===== src/rtl/rv32i_pkg.sv =====
// Shared rv32i types for the multicycle control path: states, ALU ops,
// opcodes and datapath select encodings.
package rv32i_pkg;
  localparam int XLEN = 32;
  localparam int ILEN = 32;

  typedef enum logic [2:0] {FETCH, DECODE, EXECUTE, MEM, WRITEBACK, TRAP} ctrl_state_t;

  typedef enum logic [3:0] {
    ADD = 4'd0, SUB = 4'd1, SLL = 4'd2, SLT = 4'd3, SLTU = 4'd4,
    XOR = 4'd5, SRL = 4'd6, SRA = 4'd7, OR  = 4'd8, AND  = 4'd9
  } alu_op_t;

  localparam logic [6:0] OP     = 7'b0110011;
  localparam logic [6:0] OP_IMM = 7'b0010011;
  localparam logic [6:0] LOAD   = 7'b0000011;
  localparam logic [6:0] STORE  = 7'b0100011;
  localparam logic [6:0] BRANCH = 7'b1100011;
  localparam logic [6:0] JAL    = 7'b1101111;
  localparam logic [6:0] JALR   = 7'b1100111;
  localparam logic [6:0] LUI    = 7'b0110111;
  localparam logic [6:0] AUIPC  = 7'b0010111;

  typedef enum logic [1:0] {PC_PLUS4, PC_IMM, PC_ALU} pc_sel_t;
  typedef enum logic [1:0] {WB_ALU, WB_MEM, WB_PC4} wb_sel_t;
  typedef enum logic [1:0] {SRC_A_RS1, SRC_A_PC, SRC_A_ZERO} src_a_t;

  // Branch funct3 010/011 are unallocated and trap like an unknown opcode.
  function automatic logic legal_instr(logic [6:0] opc, logic [2:0] f3);
    case (opc)
      OP, OP_IMM, LOAD, STORE, JAL, JALR, LUI, AUIPC: legal_instr = 1'b1;
      BRANCH:  legal_instr = (f3[2:1] != 2'b01);
      default: legal_instr = 1'b0;
    endcase
  endfunction
endpackage


===== src/rtl/alu_decoder.sv =====
// Maps opcode/funct3/funct7[5] to the ALU operation used in EXECUTE.
module alu_decoder
  import rv32i_pkg::*;
(
  input  logic [6:0] opcode,
  input  logic [2:0] funct3,
  input  logic       funct7_5,
  output alu_op_t    alu_op
);
  always_comb begin
    alu_op = ADD;
    if (opcode == OP || opcode == OP_IMM) begin
      case (funct3)
        3'b000:  alu_op = (opcode == OP && funct7_5) ? SUB : ADD;
        3'b001:  alu_op = SLL;
        3'b010:  alu_op = SLT;
        3'b011:  alu_op = SLTU;
        3'b100:  alu_op = XOR;
        3'b101:  alu_op = funct7_5 ? SRA : SRL;
        3'b110:  alu_op = OR;
        default: alu_op = AND;
      endcase
    end else if (opcode == BRANCH) begin
      case (funct3)
        3'b000, 3'b001: alu_op = SUB;
        3'b100, 3'b101: alu_op = SLT;
        3'b110, 3'b111: alu_op = SLTU;
        default:        alu_op = ADD;
      endcase
    end
  end
endmodule


===== src/rtl/multicycle_ctrl.sv =====
// Multi-cycle rv32i control FSM: sequences fetch/decode/execute/mem/writeback
// over one shared memory port and drives every datapath select and strobe.
module multicycle_ctrl
  import rv32i_pkg::*;
#(
  parameter int CNT_WIDTH = 32
) (
  input  logic                 clk,
  input  logic                 areset,
  input  logic [ILEN-1:0]      instr,
  input  logic                 alu_zero,
  input  logic                 alu_lsb,
  input  logic                 mem_ready,
  output logic                 mem_req,
  output logic                 mem_we,
  output logic                 mem_addr_sel,
  output logic                 ir_we,
  output logic                 pc_we,
  output logic [1:0]           pc_sel,
  output logic                 reg_we,
  output logic [1:0]           wb_sel,
  output logic [1:0]           alu_src_a,
  output logic                 alu_src_b,
  output logic [3:0]           alu_op,
  output logic                 halt,
  output logic [CNT_WIDTH-1:0] retired,
  output logic [2:0]           state_o
);
  ctrl_state_t state, nxt;
  alu_op_t     dec_op;
  logic        retire, taken;
  logic [6:0]  opcode;
  logic [2:0]  funct3;
  logic        unused_instr;

  assign opcode       = instr[6:0];
  assign funct3       = instr[14:12];
  assign unused_instr = ^{instr[31], instr[29:15], instr[11:7]};
  assign state_o      = state;

  alu_decoder u_dec (
    .opcode   (opcode),
    .funct3   (funct3),
    .funct7_5 (instr[30]),
    .alu_op   (dec_op)
  );

  always_comb begin
    case (funct3)
      3'b000:         taken = alu_zero;
      3'b001:         taken = !alu_zero;
      3'b100, 3'b110: taken = alu_lsb;
      3'b101, 3'b111: taken = !alu_lsb;
      default:        taken = 1'b0;
    endcase
  end

  always_ff @(posedge clk or posedge areset) begin
    if (areset) begin
      state   <= FETCH;
      retired <= '0;
    end else begin
      state <= nxt;
      if (retire) retired <= retired + 1'b1;
    end
  end

  // Outputs are gated by areset so strobes drop the instant reset asserts.
  always_comb begin
    nxt          = state;
    retire       = 1'b0;
    mem_req      = 1'b0;
    mem_we       = 1'b0;
    mem_addr_sel = 1'b0;
    ir_we        = 1'b0;
    pc_we        = 1'b0;
    pc_sel       = PC_PLUS4;
    reg_we       = 1'b0;
    wb_sel       = WB_ALU;
    alu_src_a    = SRC_A_RS1;
    alu_src_b    = 1'b0;
    alu_op       = ADD;
    halt         = 1'b0;
    if (!areset) begin
      case (state)
        FETCH: begin
          mem_req = 1'b1;
          if (mem_ready) begin
            ir_we = 1'b1;
            nxt   = DECODE;
          end
        end
        DECODE: nxt = legal_instr(opcode, funct3) ? EXECUTE : TRAP;
        EXECUTE: begin
          alu_op = dec_op;
          nxt    = (opcode == LOAD || opcode == STORE) ? MEM : WRITEBACK;
          case (opcode)
            OP_IMM, LOAD, STORE, JALR: alu_src_b = 1'b1;
            LUI: begin
              alu_src_a = SRC_A_ZERO;
              alu_src_b = 1'b1;
            end
            AUIPC: begin
              alu_src_a = SRC_A_PC;
              alu_src_b = 1'b1;
            end
            BRANCH: begin
              pc_we  = 1'b1;
              pc_sel = taken ? PC_IMM : PC_PLUS4;
              retire = 1'b1;
              nxt    = FETCH;
            end
            default: ;
          endcase
        end
        MEM: begin
          mem_req      = 1'b1;
          mem_addr_sel = 1'b1;
          mem_we       = (opcode == STORE);
          if (mem_ready) begin
            if (opcode == STORE) begin
              pc_we  = 1'b1;
              retire = 1'b1;
              nxt    = FETCH;
            end else begin
              nxt = WRITEBACK;
            end
          end
        end
        WRITEBACK: begin
          reg_we = 1'b1;
          pc_we  = 1'b1;
          retire = 1'b1;
          nxt    = FETCH;
          if (opcode == LOAD)                       wb_sel = WB_MEM;
          else if (opcode == JAL || opcode == JALR) wb_sel = WB_PC4;
          if (opcode == JAL)       pc_sel = PC_IMM;
          else if (opcode == JALR) pc_sel = PC_ALU;
        end
        default: halt = 1'b1;
      endcase
    end
  end
endmodule

===== config.mk =====
export PLATFORM = sky130hd
export DESIGN_NAME = multicycle_ctrl
export DESIGN_NICKNAME = d
export VERILOG_FILES = /design/src/rtl/rv32i_pkg.sv /design/src/rtl/alu_decoder.sv /design/src/rtl/multicycle_ctrl.sv
export SDC_FILE = /design/constraint.sdc
export NUM_CORES = 1
export LEC_CHECK = 0
export ABC_AREA = 1
export CAP_MARGIN = 20
export CORE_UTILIZATION = 58
export DETAILED_ROUTE_END_ITERATION = 12
export DONT_BUFFER_PORTS = 1
export PLACE_DENSITY = 0.76
export SYNTH_ARGS = -nofsm -noshare
export SYNTH_HDL_FRONTEND = slang
export SYNTH_SLANG_ARGS = --single-unit

===== constraint.sdc =====
create_clock -name clk -period 1.6 [get_ports clk]
set_clock_uncertainty 0.05 [all_clocks]
set_input_delay 0.32 -clock clk [delete_from_list [all_inputs] [get_ports clk]]
set_output_delay 0.32 -clock clk [all_outputs]
set_load 0.01 [all_outputs]

==> flow_summary_export.csv, run 1 <==
group,metric,value,unit
clocking,clockRootBuffer,"clkbuf_8",
placed_design,place_congestion,0.896,
sta,hold_viol_final,0,
synthesis,synth.net_count,517,
sta,tightest_slew,0.465,ns
outcome,violations,"negative setup slack",
sta,setup_violations,46,
sta,relSlewSlack,69.0,%
placed_design,dp_cells,598,
floorplan,dieWidth,73.7,µm
sta,fin_crit,1.88,ns
power_and_ir_drop,clkPwrFrac,24.2,%
power_and_ir_drop,peakVddDrop,615,µV
synthesis,synth_cell_types,34,
run,maxCapViolCount,0,
synthesis,synth_area_leader_cell,"dfrtp_1",
critical_path,cp-start-kind,"flop",
layout,fin_nets,584,
global_routing,grt_pass1_wl,12900,µm
power_and_ir_drop,powerDensity,739,nW/µm²
sta,setup_tns,-3.75,ns
clocking,path_clk_slew,0.08,ns
critical_path,arrival,1.51,ns
power_and_ir_drop,seqPwrFrac,36.5,%
global_routing,first_global_vias,3126,
critical_path,r2r_slack,-0.06,ns
route,wire_per_inst,13.7,µm
layout,syn_to_final_growth,28.2,%
global_routing,grt_usage,30.6,%
synthesis,synth_common_cells,"nand2_1 (210), nor2_1 (67), dfrtp_1 (35)",
synthesis,yosysMostFrequentCell,"nand2_1",
synthesis,synth_top_family_by_area,"simple AND/OR/NAND/NOR gates",
power_and_ir_drop,p_comb_share,39.3,%
critical_path,crit_path_end_kind,"output pin",
synthesis,yosysWarnings,0,
critical_path,critPathMaxStageDelay,0.46,ns
synthesis,yosysSeqAreaShare,29.4,%
critical_path,worstSetupPathType,"reg2out",
sta,finalCritPeriodShare,118,%
clocking,numCtsBuffers,5,
power_and_ir_drop,p_leak,0.00189,µW
route,drc,0,
synthesis,synth_xor_area_share,3.52,%
synthesis,synthFlopType,"dfrtp_1",
synthesis,yosysTopAreaCellShare,29.4,%
global_routing,grt_start_max_net_pins,43,
power_and_ir_drop,p_sw_share,37.1,%
floorplan,initial_core_util,61.5,%
synthesis,synthSimpleGateAreaFrac,55.4,%
sta,setup_ws,-0.283,ns
synthesis,synth-compound-area-share,3.78,%
power_and_ir_drop,net-switching-power,1050,µW
clocking,clock_sinks,35,
synthesis,synth_area_leaders,"dfrtp_1 (29%), nand2_1 (26%), nor2_1 (8.4%), nand3_1 (5.7%), inv_1 (3.9%)",
sta,fmax,0.531,GHz
sta,rsz0062_at_grt,"yes",
floorplan,rows,25,
route,ant_nets,0,
clocking,h-tree-depth,2,
clocking,cts_buffer_depth,2,
layout,drive_gt1_share,26.0,%
placed_design,portBuffers,0,
power_and_ir_drop,p_int,1780,µW
critical_path,cp_max_fo,4,
critical_path,critical_path.cell_chain,"buf_12 -> nand3_4 -> inv_4 -> nand3_4 -> nor2_4 -> nor2_4 -> nor2_8",
floorplan,ioPinCount,90,
critical_path,worst_path_max_delay_cell,"dfrtp_2",
floorplan,dieArea,5430,µm²
route,num_vias,3351,
synthesis,syn_area_per_cell,6.22,µm²
route,vias_per_cell,5.46,
synthesis,netlist_area,2980,µm²
synthesis,synthArstFlopShare,100,%
global_routing,antenna_found_initial,0,
synthesis,synthCells,479,
outcome,run_status,"finished, violations left",
synthesis,synth_seq_cells,35,
clocking,worstSkewPairLatency,0.29,ns
floorplan,coreArea,4850,µm²
sta,slew_violations,0,
clocking,cts_tree,"done",
synthesis,synthAdderAreaFrac,0.420,%
layout,antennaDiodeCount,0,
synthesis,muxShareOfSynthArea,0,%
power_and_ir_drop,p_total,2820,µW
hold_path,hold_path.class,"in2async",
route,drtIter0Drc,218,
critical_path,crit_required,1.23,ns
global_routing,grt.overflow.total,0,
placed_design,dp_hpwl,5990,µm
route,drt_pass1_iterations,5,
synthesis,synth_edf_count,0,
layout,fin_cells,614,
route,wl,8400,µm
floorplan,die_y,73.7,µm
==> worst paths after layout <==
| check | cells after the start | end | startpoint |
|---|---|---|---|
| worst max-delay path | 7 | pc_we | state_o[0]$_DFFE_PP0P_ |
| worst min-delay path | 2 | retired[15]$_DFFE_PP0P_ | areset |
| worst max register to register | 9 | retired[24]$_DFFE_PP0P_ | state_o[0]$_DFFE_PP0P_ |
| worst min register to register | 2 | retired[31]$_DFFE_PP0P_ | retired[31]$_DFFE_PP0P_ |
| max in group asynchronous | 3 | state_o[1]$_DFFE_PP0P_ | areset |
| min in group clk | 4 | retired[28]$_DFFE_PP0P_ | areset |
==> stage by stage <==
step	utilization (%)	cell area, µm²	hold WS [ns]	setup WS (ns)
6_report	78.8	3820	0.0594	-0.283
5_1_grt	78.8	3820	0.102	-0.337
4_1_cts	75.9	3680	0.0772	-0.235
3_5_place_dp	72.1	3500	0.220	-0.0157
3_3_place_gp	72.1	3500	0.224	0.0304
2_1_floorplan	-	3030	0.490	-0.0573
==> per-layer routing <==
metal / wire length (µm) / part of all wire, % / global-route usage [%] / up-vias
met5: 0 / 0 / 0 / -
met3: 468 / 5.6 / 4.94 / 26
met4: 267 / 3.2 / 13.5 / 0
met1: 3390 / 40 / 33.2 / 1563
met2: 4270 / 51 / 57.7 / 125
li1: - / - / - / 1637
==> critical path, delay by kind of cell, from the launching register on <==
family                 cells  cell delay [ns]
AND/OR/NAND/NOR            5             0.55
flip-flops                 1             0.46
buffers and inverters      2             0.21
==> kinds of logic (layout without fill, tap and decap cells) <==
family	Yosys count	in the layout
buffers and inverters	47	115
AND/OR/NAND/NOR	364	364
adder cells (fa/ha/maj)	1	1
AO/OA/AOI/OAI	20	20
flip-flops	35	35
XOR/XNOR	12	12
==> area by class of cell <==
type | instances | area (µm²)
Fill cell | 362 | 1030
Clock inverter | 1 | 5.00
Timing Repair Buffer | 68 | 553
Clock buffer | 7 | 86.3
Inverter | 39 | 151
Multi-Input combinational cell | 397 | 2060
Tap cell | 67 | 83.8
Sequential cell | 35 | 878
==> sequential cells by signal, summed over array words and instances (netlist names) <==
| register | count |
|---|---|
| state_o | 3 |
| retired | 32 |
==> what timing repair did <==
action | in CTS | in global routing
resized for setup | 17 | 22
setup buffers | 2 | 5
endpoints found under the setup margin | 17 | 50
pin swaps | 7 | 8
hold buffers | 1 | 0
hold endpoints to repair | 10 | 0
==> power by group through the flow <==
stage	Sequential (µW)	Clock (µW)	Combinational, µW
6_report	1030	683	1110
5_1_grt	1040	718	1180
4_1_cts	1030	675	925
3_5_place_dp	1040	0	880
3_3_place_gp	1040	0	863
2_1_floorplan	1100	0	528
==> layout by cell type (no fill, tap or decap), types with 2 or more instances in the layout <==
cell type  count
nand3_2        2
buf_4         61
a21oi_1        4
xor2_1         3
o21ai_0        6
buf_12         2
nor3_4         2
o21ai_1        2
nor2_1        58
nand3_4        4
dfrtp_2        2
nor3_1         3
nand2_2       16
nor2_8         2
nor2_4        12
nand2_4        4
a21oi_2        2
dfrtp_1       33
buf_6          4
nand2_1      204
nand3_1       32
inv_4          2
clkbuf_8       6
inv_1         29
inv_2          7
nor2_2         5
nand4_1        2
nand3b_1      14
xnor2_1        9
Power figures use the tool's default switching activity.
==> inputs of run 2 (changes only) <==
--- a/config.mk
+++ b/config.mk
@@ -11,6 +11,7 @@
 export DETAILED_ROUTE_END_ITERATION = 12
 export DONT_BUFFER_PORTS = 1
 export PLACE_DENSITY = 0.76
+export SLEW_MARGIN = 0
 export SYNTH_ARGS = -nofsm -noshare
 export SYNTH_HDL_FRONTEND = slang
 export SYNTH_SLANG_ARGS = --single-unit
==> results of run 2 <==
Same layout as run 1: the final DEF is identical, and so are final timing and power.
